### src/rtl/ro_ctrl_pkg.sv
// Shared definitions for the ring-oscillator measurement controller:
// state encoding, stop-phase length and timer sizing helper.
package ro_ctrl_pkg;

  typedef enum logic [2:0] {
    ST_IDLE    = 3'd0,
    ST_SETTLE  = 3'd1,
    ST_MEASURE = 3'd2,
    ST_STOP    = 3'd3,
    ST_DONE    = 3'd4
  } ro_state_t;

  // Cycles spent with the oscillator off so the synchronizer drains.
  localparam int unsigned RO_STOP_CYCLES = 2;

  // Timer holds 0 .. max(a, b, RO_STOP_CYCLES)-1.
  function automatic int unsigned tmr_width(input int unsigned a, input int unsigned b);
    int unsigned m;
    m = (a > b) ? a : b;
    if (m < RO_STOP_CYCLES) m = RO_STOP_CYCLES;
    return (m < 2) ? 1 : $clog2(m);
  endfunction

endpackage

### src/rtl/ro_edge_sync.sv
// Three-flop synchronizer with rising-edge detect for an asynchronous input.
// edge_pulse is high for one clk cycle per rising edge seen on async_in.
module ro_edge_sync (
  input  logic clk,
  input  logic rst,
  input  logic async_in,
  output logic edge_pulse
);

  // sync[0], sync[1] form the metastability chain; sync[2] delays for edge detect.
  logic [2:0] sync;

  always_ff @(posedge clk or posedge rst) begin
    if (rst) begin
      sync <= 3'b000;
    end else begin
      sync <= {sync[1:0], async_in};
    end
  end

  assign edge_pulse = sync[1] & ~sync[2];

endmodule

### src/rtl/ro_freq_meter.sv
// Ring-oscillator frequency meter: enables the oscillator, lets it settle,
// counts its rising edges over a fixed clk window, then reports the count.
module ro_freq_meter
  import ro_ctrl_pkg::*;
#(
  parameter int unsigned SETTLE_CYCLES = 16,
  parameter int unsigned GATE_CYCLES   = 1000,
  parameter int unsigned CNT_W         = 16
) (
  input  logic             clk,
  input  logic             rst,
  input  logic             start,
  input  logic             ro_clk,
  output logic             ro_en,
  output logic             busy,
  output logic             done,
  output logic [CNT_W-1:0] count,
  output logic             overflow
);

  localparam int unsigned TMR_W = tmr_width(SETTLE_CYCLES, GATE_CYCLES);
  localparam logic [TMR_W-1:0] SETTLE_LAST = TMR_W'(SETTLE_CYCLES - 1);
  localparam logic [TMR_W-1:0] GATE_LAST   = TMR_W'(GATE_CYCLES - 1);
  localparam logic [TMR_W-1:0] STOP_LAST   = TMR_W'(RO_STOP_CYCLES - 1);

  ro_state_t        state;
  logic [TMR_W-1:0] timer;
  logic [CNT_W-1:0] edge_cnt;
  logic             ovf_flag;
  logic             edge_pulse;

  ro_edge_sync u_sync (
    .clk       (clk),
    .rst       (rst),
    .async_in  (ro_clk),
    .edge_pulse(edge_pulse)
  );

  always_ff @(posedge clk or posedge rst) begin
    if (rst) begin
      state    <= ST_IDLE;
      timer    <= '0;
      edge_cnt <= '0;
      ovf_flag <= 1'b0;
      ro_en    <= 1'b0;
      busy     <= 1'b0;
      done     <= 1'b0;
      count    <= '0;
      overflow <= 1'b0;
    end else begin
      done <= 1'b0;
      case (state)
        ST_IDLE, ST_DONE: begin
          // DONE accepts start too, allowing back-to-back windows.
          if (start) begin
            state    <= ST_SETTLE;
            timer    <= '0;
            edge_cnt <= '0;
            ovf_flag <= 1'b0;
            ro_en    <= 1'b1;
            busy     <= 1'b1;
          end else begin
            state <= ST_IDLE;
          end
        end
        ST_SETTLE: begin
          if (timer == SETTLE_LAST) begin
            state <= ST_MEASURE;
            timer <= '0;
          end else begin
            timer <= timer + TMR_W'(1);
          end
        end
        ST_MEASURE: begin
          if (edge_pulse) begin
            if (edge_cnt == '1) ovf_flag <= 1'b1;
            else                edge_cnt <= edge_cnt + CNT_W'(1);
          end
          if (timer == GATE_LAST) begin
            state <= ST_STOP;
            timer <= '0;
            ro_en <= 1'b0;
          end else begin
            timer <= timer + TMR_W'(1);
          end
        end
        ST_STOP: begin
          if (timer == STOP_LAST) begin
            state    <= ST_DONE;
            timer    <= '0;
            busy     <= 1'b0;
            done     <= 1'b1;
            count    <= edge_cnt;
            overflow <= ovf_flag;
          end else begin
            timer <= timer + TMR_W'(1);
          end
        end
        default: begin
          state <= ST_IDLE;
          timer <= '0;
          ro_en <= 1'b0;
          busy  <= 1'b0;
        end
      endcase
    end
  end

endmodule

### config.mk
export PLATFORM = sky130hd
export DESIGN_NAME = ro_freq_meter
export DESIGN_NICKNAME = d
export VERILOG_FILES = /design/src/rtl/ro_ctrl_pkg.sv /design/src/rtl/ro_edge_sync.sv /design/src/rtl/ro_freq_meter.sv
export SDC_FILE = /design/constraint.sdc
export NUM_CORES = 1
export LEC_CHECK = 0
export ABC_CLOCK_PERIOD_IN_PS = 1900
export CORE_ASPECT_RATIO = 0.8
export CORE_MARGIN = 1.5
export CORE_UTILIZATION = 50
export CTS_CLUSTER_SIZE = 10
export DETAILED_ROUTE_END_ITERATION = 6
export PLACE_DENSITY = 0.84
export SKIP_CTS_REPAIR_TIMING = 1
export SLEW_MARGIN = 20
export SYNTH_ARGS = -nofsm -noshare
export SYNTH_HDL_FRONTEND = slang
export SYNTH_HIERARCHICAL = 1
export SYNTH_SLANG_ARGS = --single-unit
### constraint.sdc
create_clock -name clk -period 1.9 [get_ports clk]
set_input_delay 0.19 -clock clk [delete_from_list [all_inputs] [get_ports clk]]
set_output_delay 0.19 -clock clk [all_outputs]
set_load 0.05 [all_outputs]
Word-level counts from Yosys, hierarchy flattened
Cells that the tools add are included.
{ "word_totals": {"ff_bits": 53, "in_bits": 4, "output_inout_bits": 20, "word_cells": 67} }
{ "op_classes": {"add_sub_neg": 2, "eq_ne": 15, "muxes": 25, "n_bitwise": 4, "n_reduce_logical": 11} }
{ "op_table": {"columns": ["op", "count"], "rows": [
  ["2-to-1 mux 16 bit", 3],
  ["2-to-1 mux 10 bit", 4],
  ["one-hot mux 10 bit (4 select lines)", 1],
  ["one-hot mux 16 bit (2 select lines)", 1],
  ["adder 16 x 1 -> 16 bit (second input constant)", 1],
  ["== test 16 bit (second input constant)", 1],
  ["!= test 2 bit (second input constant)", 7],
  ["one-hot mux 3 bit (4 select lines)", 1],
  ["adder 10 x 1 -> 10 bit (second input constant)", 1],
  ["== test 10 x 1 -> 1 bit (second input constant)", 1],
  ["== test 10 bit (second input constant)", 1],
  ["== test 10 x 4 -> 1 bit (second input constant)", 1],
  ["2-to-1 mux 1 bit", 9],
  ["2-to-1 mux 3 bit", 3],
  ["AND reduction 3 bit", 3],
  ["AND reduction 4 bit", 2],
  ["== test 3 x 2 -> 1 bit (second input constant)", 2],
  ["one-hot mux 1 bit (3 select lines)", 2],
  ["OR reduction 2 bit", 3],
  ["== test 3 x 1 -> 1 bit (second input constant)", 1],
  ["== test 3 bit (second input constant)", 1],
  ["zero test 3 bit", 1],
  ["inverter 1 bit", 3],
  ["one-hot mux 1 bit (2 select lines)", 1],
  ["other kinds (3)", 3]
]} }

Longest topological paths before layout
Gate-level depths: netlist of run 1.
{ "logic_depth": {"word_depth": 4, "ltp_mapped": 8} }

Modules after synthesis
Netlist of run 1, hierarchy kept.
{ "modules_own_cells": {"columns": ["mod", "instances", "cells_each", "area_each_um2", "seq_area_each_um2"], "rows": [
  ["ro_freq_meter", 1, 230, 2428.6, 1251.2],
  ["ro_edge_sync", 1, 5, 92.6, 75.1]
]} }

Worst setup path before layout of run 1
OpenSTA, ideal clock, no wires.
{ "synth_path": {"path_kind": "register to register", "from": "register edge_cnt[0]", "to": "register edge_cnt[7]", "t_arrival_ps": 1717, "required_time_ps": 1805, "setup_slack_ps": 87, "stages_incl_launch_ff": 7, "period_less_slack_ps": 1813, "cell_sequence": "dfrtp_1 > ha_1 > nand4_2 > or4_4 > a21oi_4 > o21ai_1 > o31ai_1"} }
{ "synth_between": {"elab_chain_len": 4, "word_cells_on_any_way": 7, "classes_between": "1 x add/sub; 2 x eq/ne; 3 x mux; 1 x reduce/logical"} }
{ "synth_lines": {"columns": ["element", "line", "rtl"], "rows": [
  ["from (decl)", "ro_freq_meter.sv:28", "logic [CNT_W-1:0] edge_cnt;"],
  ["from (signal assigned)", "ro_freq_meter.sv:77", "else edge_cnt <= edge_cnt + CNT_W'(1);"],
  ["adder 16 x 1 -> 16 bit", "ro_freq_meter.sv:77", null],
  ["2-to-1 mux 16 bit", "ro_freq_meter.sv:76", "if (edge_cnt == '1) ovf_flag <= 1'b1;"],
  ["2-to-1 mux 16 bit", "ro_freq_meter.sv:75", "if (edge_pulse) begin"],
  ["one-hot mux 16 bit (2 select lines)", "ro_freq_meter.sv:52", "case (state)"]
]} }
Several ways; a longest one is shown, not always the timed one. The select of a mux whose other input is x is not followed.
A chain may end at the register's enable or synchronous reset.

Worst setup path after layout of run 1
{ "layout_path": {"from": "register state[0]", "to": "register edge_cnt[6]"} }
{ "layout_between": {"elab_chain_len": 4, "word_cells_on_any_way": 10, "classes_between": "5 x eq/ne; 1 x mux; 4 x reduce/logical"} }
{ "layout_lines": {"columns": ["element", "line", "rtl"], "rows": [
  ["from (decl)", "ro_freq_meter.sv:26", "ro_state_t state;"],
  ["from (signal assigned)", "ro_freq_meter.sv:41", "state <= ST_IDLE;"],
  ["from (signal assigned)", "ro_freq_meter.sv:56", "state <= ST_SETTLE;"],
  ["from (signal assigned)", "ro_freq_meter.sv:63", "state <= ST_IDLE;"],
  ["== test 3 bit or zero test 3 bit (tied branches)", "ro_freq_meter.sv:52", null],
  ["OR reduction 2 bit", "ro_freq_meter.sv:52", null],
  ["!= test 2 bit (no line) or nonzero test 2 bit (tied branches)", null, null],
  ["AND reduction 4 bit (no line)", null, null]
]} }
Several ways; a longest one is shown, not always the timed one.

==> metrics.txt, run 1 <==
status finished clean; Max-Cap Viols 0; All-Layer GR Usage 22.86%; drt wl/cell 15.80 um; Site Rows 22; Max stage delay on crit path 480 ps; slowest CP cell dfrtp_1; GR Util met1 between 30% and 40%; Vias roughly 2k; ANT cells 0; Seq/Total Area, Yosys 52.61%; highest-count cells in the layout ignoring fill and taps dfrtp_1, nand2_1, clkdlybuf4s50_1, buf_4, nor2_1; Worst-path clk slew 90 ps; Starting Density 53.56%; gr ovfl total 0; Buf/Inv on CP 2; syn avg cell area 10.73 sq um; gp weighted congestion 0.8853; M3 GR Usage 3.973%; Critical Path, Cell by Cell nor3b_1 > buf_4 > nand2_1 > nor4b_1 > buf_4 > xnor2_1 > nor2_1; TritonCTS clock tree built; critical path launch point type flip-flop; setup_tns 0 ps; router iterations before antenna repair 4; DRT iter0 DRCs 165; Internal Pwr Total 1.576 mW; Hold Path Class in -> async; Post-synth EDFFs 0; Root Buffer clkbuf_8; YS warnings 6; Least-Margin Pin Slew roughly 500 ps; final std cell area, no fill 3158 sq um; Chip Width 82.39 um; Final nets ~290; post-synthesis register bit count 53; global-route wire length before repair a little over 9000 um; CTS buffer count 5; Port Buffers 23; Via density 5.863; Synth Instances 235; Worst VDD drop 0.4602 mV; Area growth syn-to-layout 25.26%; global route hottest layer met1; Clock Skews roughly 7.6 ps; Crit path max-delay family simple AND/OR/NAND/NOR gates; Hold WS 90.32 ps; H-tree levels 2; num ports 24; Longest Clk Path Bufs 2; fmax 551.2 MHz; power density over the cells 620.8 nW/um^2; commonest non-fill, non-tap cell in the layout dfrtp_1; CP arrival roughly 2000 ps; non-filler instance count after layout approximately 340; detailed-route wire length 5404 um; Crit. End Element flip-flop; Worst-Skew Late Latency 300 ps; placed insts between 300 and 400; Post-route DRC 0; Primary FF master, synth dfrtp_1; clock share of power 40.1%; instance area at placement 2963 sq um; final hold vios 0; Slew Viols, Final 0; Die Y 66.51 um; Crit Path Class reg -> reg; power share of the combinational group between 2 and 2.5%; switching share of power 19.63%; Leakage 1.407 nW; core area 4707 sq um; Tcrit/Tclk final 95.49%; clk sinks 53; critical path depth 7; Worst Reg-to-Reg Cells 7; layout cells sized above 1 a little under a quarter; Die ar. 5480 sq um; Slew Limit Headroom 66.67%; Total Power 1.960 mW; Syn Nets 242; initial antenna violation count 0; largest net degree at the start of global routing just over 50; met2 Usage GRT 32.62%; Flop pwr share 57.9%; vias in the first global route 1895; Net Switching a little under 400 uW; Final ANT Viol Nets 0; Critical Path RT 2100 ps; Detailed Place HPWL ~3700 um; worst-path fanout max 8; ys async rst share 100.0%; post-route minimum period 1814 ps; Finish-stage setup viols 0; most numerous cell on the critical path buf_4; Unique masters post-synth 49; Mapped Area between 2000 and 3000 sq um
## synthesized netlist by cell type, drive strengths merged, types with 3 or more instances
cell type,n,area [sq um]
clkbuf,3,12.51
nor2,21,78.83
and3,3,18.77
nand2,23,86.33
nand4,5,37.53
o31ai,3,22.52
mux2,17,191.4
inv,7,26.28
nand3,13,65.06
buf,5,33.78
a21o,5,37.54
ha,3,37.54
dfrtp,53,1326
xnor2,8,70.07
a31oi,3,18.77
a21oi,8,55.06
or4,3,26.27
nor4,6,52.55
o21ai,14,70.07
nor3b,3,22.52
nor3,6,30.03
## worst register-to-register path, stage by stage (launching register included)
cell	delay, ps
dfrtp_1	480
nor3b_1	240
buf_4	160
nand2_1	80
nor4b_1	410
buf_4	180
xnor2_1	100
nor2_1	50
## cells by family after synthesis
logic type                 Yosys count  synth area share [%]
and+or+nand+nor                     96                 21.09
muxes                               19                 8.387
AOI/OAI and AO/OA                   39                 10.03
xor gates and xnor gates             9                 3.127
buffers and inverters               15                 2.878
adders and majority gates            4                 1.886
DFF                                 53                 52.61
## stage by stage
step           setup slack [ps]  utilization [%]
6_report                  85.62            67.09
5_1_grt                  -21.69            67.09
4_1_cts                  -31.21            65.42
3_5_place_dp            -0.1710            62.95
3_3_place_gp              73.94            62.95
2_1_floorplan             87.16                -
## state kept, by name (all words and copies together), names as in the netlist
register,flops
count,16
edge_cnt,16
overflow,1
state,3
busy,1
ro_en,1
u_sync/sync,3
ovf_flag,1
done,1
timer,10
## area by class of cell
type	instances	area, sq um
Sequential cell	53	1329
Inverter	7	26.28
Clock inverter	1	30.03
Fill cell	343	1549
Timing Repair Buffer	47	439.2
Tap cell	60	75.07
Clock buffer	7	86.33
Multi-Input combinational cell	167	1172
## routing by layer
metal,wire (um),up-vias
li1,-,943
met1,2522,979
met2,2429,72
met3,359,11
met4,92,0
met5,0,-
## final timing paths
kind	to	slack [ps]	start
worst max-delay path	edge_cnt[6]$_DFFE_PP0P_	90	state[0]$_DFFE_PP0P_
worst min-delay path	u_sync/sync[1]$_DFF_PP0_	90	rst
worst max register to register	edge_cnt[6]$_DFFE_PP0P_	90	state[0]$_DFFE_PP0P_
worst min register to register	u_sync/sync[1]$_DFF_PP0_	360	u_sync/sync[0]$_DFF_PP0_
max in group asynchronous	edge_cnt[4]$_DFFE_PP0P_	1400	rst
min in group clk	u_sync/sync[0]$_DFF_PP0_	320	ro_clk
## power groups by stage
stage	Sequential (mW)	Clock (mW)	Combinational [mW]
finish	1.13	0.785	0.0410
global route	1.14	0.832	0.0482
detailed placement	1.16	0	0.0430
CTS	1.13	0.797	0.0431
floorplan	1.16	0	0.0208
global placement	1.16	0	0.0421
(Power assumes the default switching activity.)
==> inputs of run 2 (changes only) <==
Settings changed: ABC_CLOCK_PERIOD_IN_PS 1900 to default, SLEW_MARGIN 20 to default.
==> results of run 2 <==
No change in the layout: final DEF, timing and power equal those of run 1.
